[src/rtl/multiplier.sv]
// rtl/multiplier.sv - sequential shift-add multiplier with signed and unsigned modes
//
// Purpose: produces the 2*WIDTH-bit product of a and b, taking one multiplier bit
// per clock. A signed operation multiplies magnitudes and then negates the
// product if the operand signs differ.
//
// Ports:
//   clk        sole clock, rising edge
//   reset      synchronous, active-high
//   start      begin a multiply (sampled in IDLE only)
//   is_signed  1 = two's-complement operands, 0 = unsigned (sampled with start)
//   a, b       multiplicand / multiplier (sampled with start)
//   hi, lo     registered upper / lower half of the product
//   busy       high while the shift-add loop runs
//   done       one-cycle pulse when hi/lo hold the new result

module multiplier #(
    parameter int WIDTH = 32
) (
    input  logic             clk,
    input  logic             reset,
    input  logic             start,
    input  logic             is_signed,
    input  logic [WIDTH-1:0] a,
    input  logic [WIDTH-1:0] b,
    output logic [WIDTH-1:0] hi,
    output logic [WIDTH-1:0] lo,
    output logic             busy,
    output logic             done
);

    localparam int CW = $clog2(WIDTH);

    typedef enum logic [1:0] {
        IDLE = 2'd0,
        RUN  = 2'd1,
        DONE = 2'd2
    } state_t;

    state_t state;
    state_t state_next;

    logic               sign;
    logic [WIDTH-1:0]   mcand;
    logic [WIDTH-1:0]   mplier;
    logic [2*WIDTH-1:0] acc;
    logic [CW-1:0]      cnt;

    logic [WIDTH-1:0]   a_mag;
    logic [WIDTH-1:0]   b_mag;
    logic [WIDTH:0]     sum;
    logic [2*WIDTH-1:0] acc_step;
    logic [2*WIDTH-1:0] product;

    // Negating the most negative value wraps back to itself, which read as
    // unsigned is exactly 2^(WIDTH-1), the correct magnitude.
    always_comb begin
        a_mag = (is_signed && a[WIDTH-1]) ? -a : a;
        b_mag = (is_signed && b[WIDTH-1]) ? -b : b;
    end

    // One step: conditionally add into the upper half, keeping the carry as
    // bit WIDTH of the sum, then shift the whole accumulator right by one.
    always_comb begin
        sum      = {1'b0, acc[2*WIDTH-1:WIDTH]} + (mplier[0] ? {1'b0, mcand} : '0);
        acc_step = {sum, acc[WIDTH-1:1]};
        product  = sign ? -acc_step : acc_step;
    end

    always_comb begin
        state_next = state;
        busy       = 1'b0;
        done       = 1'b0;
        case (state)
            IDLE: begin
                if (start) begin
                    state_next = RUN;
                end
            end
            RUN: begin
                busy = 1'b1;
                if (cnt == '0) begin
                    state_next = DONE;
                end
            end
            DONE: begin
                done       = 1'b1;
                state_next = IDLE;
            end
            default: begin
                state_next = IDLE;
            end
        endcase
    end

    always_ff @(posedge clk) begin
        if (reset) begin
            state  <= IDLE;
            sign   <= 1'b0;
            mcand  <= '0;
            mplier <= '0;
            acc    <= '0;
            cnt    <= '0;
            hi     <= '0;
            lo     <= '0;
        end else begin
            state <= state_next;
            case (state)
                IDLE: begin
                    if (start) begin
                        sign   <= is_signed & (a[WIDTH-1] ^ b[WIDTH-1]);
                        mcand  <= a_mag;
                        mplier <= b_mag;
                        acc    <= '0;
                        cnt    <= CW'(WIDTH - 1);
                    end
                end
                RUN: begin
                    acc    <= acc_step;
                    mplier <= mplier >> 1;
                    cnt    <= cnt - CW'(1);
                    // The last step's result goes straight to the outputs, so
                    // hi/lo stay untouched for the whole run.
                    if (cnt == '0) begin
                        {hi, lo} <= product;
                    end
                end
                default: begin
                end
            endcase
        end
    end

endmodule

[config.mk]
export PLATFORM = sky130hd
export DESIGN_NAME = multiplier
export DESIGN_NICKNAME = d
export VERILOG_FILES = /design/src/rtl/multiplier.sv
export SDC_FILE = /design/constraint.sdc
export NUM_CORES = 1
export LEC_CHECK = 0
export CORE_ASPECT_RATIO = 0.6
export CORE_UTILIZATION = 52
export DETAILED_ROUTE_END_ITERATION = 7
export PLACE_DENSITY = 0.89
export SYNTH_ARGS = -nofsm -noshare
export SYNTH_HDL_FRONTEND = slang
export SYNTH_SLANG_ARGS = --single-unit
[constraint.sdc]
create_clock -name clk -period 4.8 [get_ports clk]
set_input_delay 0.96 -clock clk [delete_from_list [all_inputs] [get_ports clk]]
set_output_delay 0.96 -clock clk [all_outputs]
set_load 0.01 [all_outputs]
==> summary by stage <==
Worst setup path
The top fanout value on the critical path is 5. The origin of the critical flop-to-flop path is mplier[0]. The count of buffer and inverter cells on the critical path is 0. The startpoint class of the critical path is a flip-flop. Tracing the worst setup path back leads to its startpoint at mplier[0].

Counting buffers and inverters, the worst setup path is 13 cells deep. The setup check on the worst reg-to-reg path leaves a slack of 240 ps. The capture instance of the worst register-to-register path is hi[23]. The critical path capture point is hi[23]. The kind of critical path is reg2reg.

The worst register-to-register path has a depth of 13. The data arrival time of the worst path is 4900 ps. Data on the critical path is required at its endpoint by 5140 ps. The critical path goes through and2_1 -> ha_1 -> fa_1 -> a211oi_2 -> o21ba_2 -> o221ai_2 -> or3_4 -> or4b_4 -> or4_1 -> or4_4 -> or2_1 -> and4_4 -> o31a_1. The slowest stage of the critical path is the sky130_fd_sc_hd__or4b_4 cell. The worst stage delay on the critical path is 540 ps.

The kind of cell with the highest combined delay along the critical path is simple AND/OR/NAND/NOR gates. The kind of capture point of the worst setup path is a flip-flop.

Global route
The first global-routing pass estimated 52600 um of wire. The initial antenna violation count is 0. The number of global-route vias before repair is 9880.

The pin count of the biggest net entering global routing is 108. Global routing finished with a remaining overflow of 0. Global routing used 28.6% of the available tracks.

Synthesis
For this run, the register share of the synthesized area comes to 34.4%. The number of different library cells in the post-synthesis netlist is 79. The async set-reset flop share out of synthesis is 0%. The flip-flop and latch count after synthesis is 199. The Yosys warning count is 0. The count of flip-flops with a built-in enable after synthesis is 0. The post-synthesis instance total is 1401. Synthesis produced a netlist with a net count of 1507. In this run the cell area of the synthesized design comes to 0.0116 sq mm. The average footprint of a synthesized cell is 8.26 sq um.

The flip-flop cell with the highest count after synthesis is sky130_fd_sc_hd__dfxtp_1.

Pwr
Across the VDD grid, the largest voltage drop is 0.000271 V. In this run the static leakage power is 5.08 nW. The power per unit of standard cell area is 315 mW/mm^2.

STA
The peak clock frequency supported by timing is 220 MHz. The setup-violating endpoint count in the final report is 0. Setup repair after global routing left no endpoint under its margin. The max-slew violation count is 0. At the pin with the least slew margin, the transition time is 1110 ps.

The setup clock skew after layout is 15.5 ps. The final critical path time including I/O delays and setup is 4560 ps. The share of the clock period used by the worst path after layout is 94.9%. The worst pin sits at a relative slew slack of 25.5%. The total count of hold-check failures in the final report was 0.

The post-route worst setup slack is 245 ps. In the final timing run, aggregate negative setup slack is 0 ps.

Floorplan
The number of cell rows is 41. For this design the top-level I/O count stands at 134. The horizontal extent of the die is 195 um. The overall die area is 0.0229 sq mm.

The core region is 0.0214 sq mm. From bottom edge to top edge, the die measures 118 um. For this configuration, the core starts out at a cell density of 54.1%.

Route
The count of nets left with antenna violations once routing finished came out at 0. Wires add up to 33300 um. The DRC violation count after routing is 0. In the final routed layout, each cell accounts on average for 18.8 um. The number of iterations in the first detailed-routing pass is 7.

The total number of vias is 11100. The via density per instance is 6.28. The initial detailed-routing violation count is 1497.

CTS
The tree is rooted in a sky130_fd_sc_hd__clkbuf_16. The count of hold buffers inserted by post-cts repair is 0. The number of clock sinks is 199.

TritonCTS built the clock tree. The longest clock path from root to sink contains 2 buffers. In this run, CTS created clock tree buffers numbering 17.

The number of resized instances in the post-cts repair step is 0. The H-tree depth reported by CTS is 4. The total setup buffers inserted after CTS is 0. The clock insertion delay at the later pin of the skew report is 450 ps.

The clock slew at the register clock pins of the worst setup and hold paths is 70 ps.

Run status
The flow ran to the end, and the final reports show no timing, DRC or antenna violations.

Finish
The area growth from synthesis to final layout is 18.3%. The repair_antennas step left the layout with diodes totalling 0. In the final design database the tool counted 1585 nets. Of the cells placed in the final design, the portion with a size suffix greater than 1 is 6.17%.

Placement
In this run the tool buffered the top-level ports with 133 buffer cells. Routability-driven placement finished with a final weighted congestion of 1.01. Detailed placement ended at an HPWL of 24600 um. The worst setup slack after placement is 320 ps.

Hold path
The min-delay analysis places its worst path in the category reg2reg.

Flow run
The max-capacitance violation count is 0.
==> worst reg2reg max path, cell delays in order (launching register included) <==
cell and delay [ps]:
sky130_fd_sc_hd__dfxtp_1 330, sky130_fd_sc_hd__and2_1 150, sky130_fd_sc_hd__ha_1 230, sky130_fd_sc_hd__fa_1 440, sky130_fd_sc_hd__a211oi_2 390, sky130_fd_sc_hd__o21ba_2 230, sky130_fd_sc_hd__o221ai_2 120, sky130_fd_sc_hd__or3_4 430
sky130_fd_sc_hd__or4b_4 540, sky130_fd_sc_hd__or4_1 440, sky130_fd_sc_hd__or4_4 490, sky130_fd_sc_hd__or2_1 250, sky130_fd_sc_hd__and4_4 190, sky130_fd_sc_hd__o31a_1 220
==> cells in the final DEF (no fill, tap or decap), types with 16 or more instances in the layout <==
master | netlist | layout
sky130_fd_sc_hd__a211oi_1 | 89 | 89
sky130_fd_sc_hd__a21oi_1 | 66 | 66
sky130_fd_sc_hd__a222oi_1 | 30 | 30
sky130_fd_sc_hd__a22o_1 | 56 | 56
sky130_fd_sc_hd__and2_1 | 38 | 37
sky130_fd_sc_hd__buf_4 | 0 | 22
sky130_fd_sc_hd__clkbuf_16 | 0 | 17
sky130_fd_sc_hd__clkdlybuf4s50_1 | 0 | 132
sky130_fd_sc_hd__dfxtp_1 | 199 | 198
sky130_fd_sc_hd__ha_1 | 37 | 37
sky130_fd_sc_hd__inv_1 | 20 | 20
sky130_fd_sc_hd__nand2_1 | 106 | 106
sky130_fd_sc_hd__nand3_1 | 16 | 16
sky130_fd_sc_hd__nor2_1 | 184 | 181
sky130_fd_sc_hd__nor3_1 | 27 | 27
sky130_fd_sc_hd__o21ai_0 | 84 | 84
sky130_fd_sc_hd__o31ai_1 | 30 | 30
sky130_fd_sc_hd__or3_1 | 16 | 16
sky130_fd_sc_hd__xnor2_1 | 49 | 49
sky130_fd_sc_hd__xor2_1 | 86 | 86
==> per-layer routing <==
layer | GRT usage, % | wire length (um)
met5 | 0 | 0
met4 | 6.05 | 386
met3 | 7.11 | 3920
met2 | 37.8 | 12800
met1 | 45.0 | 16200
==> Yosys cell counts (8+ instances only) <==
library cell	instances	area, sq um
sky130_fd_sc_hd__a211oi_1	89	668
sky130_fd_sc_hd__a21o_1	8	60.1
sky130_fd_sc_hd__a21oi_1	66	330
sky130_fd_sc_hd__a222oi_1	30	300
sky130_fd_sc_hd__a22o_1	56	490
sky130_fd_sc_hd__a31oi_1	9	56.3
sky130_fd_sc_hd__and2_1	38	238
sky130_fd_sc_hd__clkbuf_1	89	334
sky130_fd_sc_hd__dfxtp_1	199	3980
sky130_fd_sc_hd__ha_1	37	463
sky130_fd_sc_hd__inv_1	20	75.1
sky130_fd_sc_hd__nand2_1	106	398
sky130_fd_sc_hd__nand3_1	16	80.1
sky130_fd_sc_hd__nand4_1	11	68.8
sky130_fd_sc_hd__nor2_1	184	691
sky130_fd_sc_hd__nor3_1	27	135
sky130_fd_sc_hd__nor4_1	11	68.8
sky130_fd_sc_hd__o211ai_1	9	67.6
sky130_fd_sc_hd__o21ai_0	84	420
sky130_fd_sc_hd__o31ai_1	30	225
sky130_fd_sc_hd__o41ai_1	8	70.1
sky130_fd_sc_hd__or2_2	8	50.1
sky130_fd_sc_hd__or3_1	16	100
sky130_fd_sc_hd__or4_1	11	82.6
sky130_fd_sc_hd__xnor2_1	49	429
sky130_fd_sc_hd__xor2_1	86	753
==> state kept, by name, summed over array words and instances (netlist names) <==
register / flops
sign: 1
mplier: 32
acc: 63
hi: 32
cnt: 5
lo: 32
state: 2
mcand: 32
==> layout make-up <==
type                    instances  area (sq um)
multi-input cells            1086          7180
clock inverters                12           176
fillers                      1815          7700
well taps                     279           349
repair buffers                154          1490
clock buffers                  18           439
inverters                      21          78.8
flip-flops and latches        199          3990
==> kinds of logic after synthesis <==
logic type | share of synthesized area [%]
buffers and inverters | 3.78
and+or+nand+nor | 19.7
xor gates and xnor gates | 10.2
AOI/OAI and AO/OA | 27.5
adders and majority gates | 4.17
muxes | 0.270
DFF | 34.4
==> worst min-delay path by stage <==
stage | end | slack, ps | start | depth (start not counted)
6_report | mcand[31] | 460 | mcand[31] | 2
5_1_grt | acc[52] | 500 | acc[52] | 2
4_1_cts | mcand[0] | 460 | mcand[0] | 2
3_5_place_dp | mcand[21] | 450 | mcand[21] | 2
3_3_place_gp | mcand[31] | 440 | mcand[31] | 2
2_1_floorplan | mcand[21] | 430 | mcand[21] | 2
==> through the flow <==
step | cells | util (%) | power, W | cell area [sq um] | hold slack [ps]
2_1_floorplan | 1401 | - | 0.00245 | 11600 | 427
3_3_place_gp | 1739 | 61.1 | 0.00278 | 13100 | 441
6_report | 1769 | 64.0 | 0.00432 | 13700 | 461
4_1_cts | 1769 | 64.0 | 0.00431 | 13700 | 463
3_5_place_dp | 1739 | 61.1 | 0.00281 | 13100 | 453
5_1_grt | 1769 | 64.0 | 0.00449 | 13700 | 495
==> where the power goes <==
group          total, W  switching (W)  internal [W]  leakage, nW
Combinational  0.000958       0.000559      0.000399         3.16
Sequential      0.00185      0.0000776       0.00177         1.62
Clock           0.00151       0.000634      0.000880        0.298
Total           0.00432        0.00127       0.00305         5.08
Note: power is estimated with default switching activity, not from simulation.
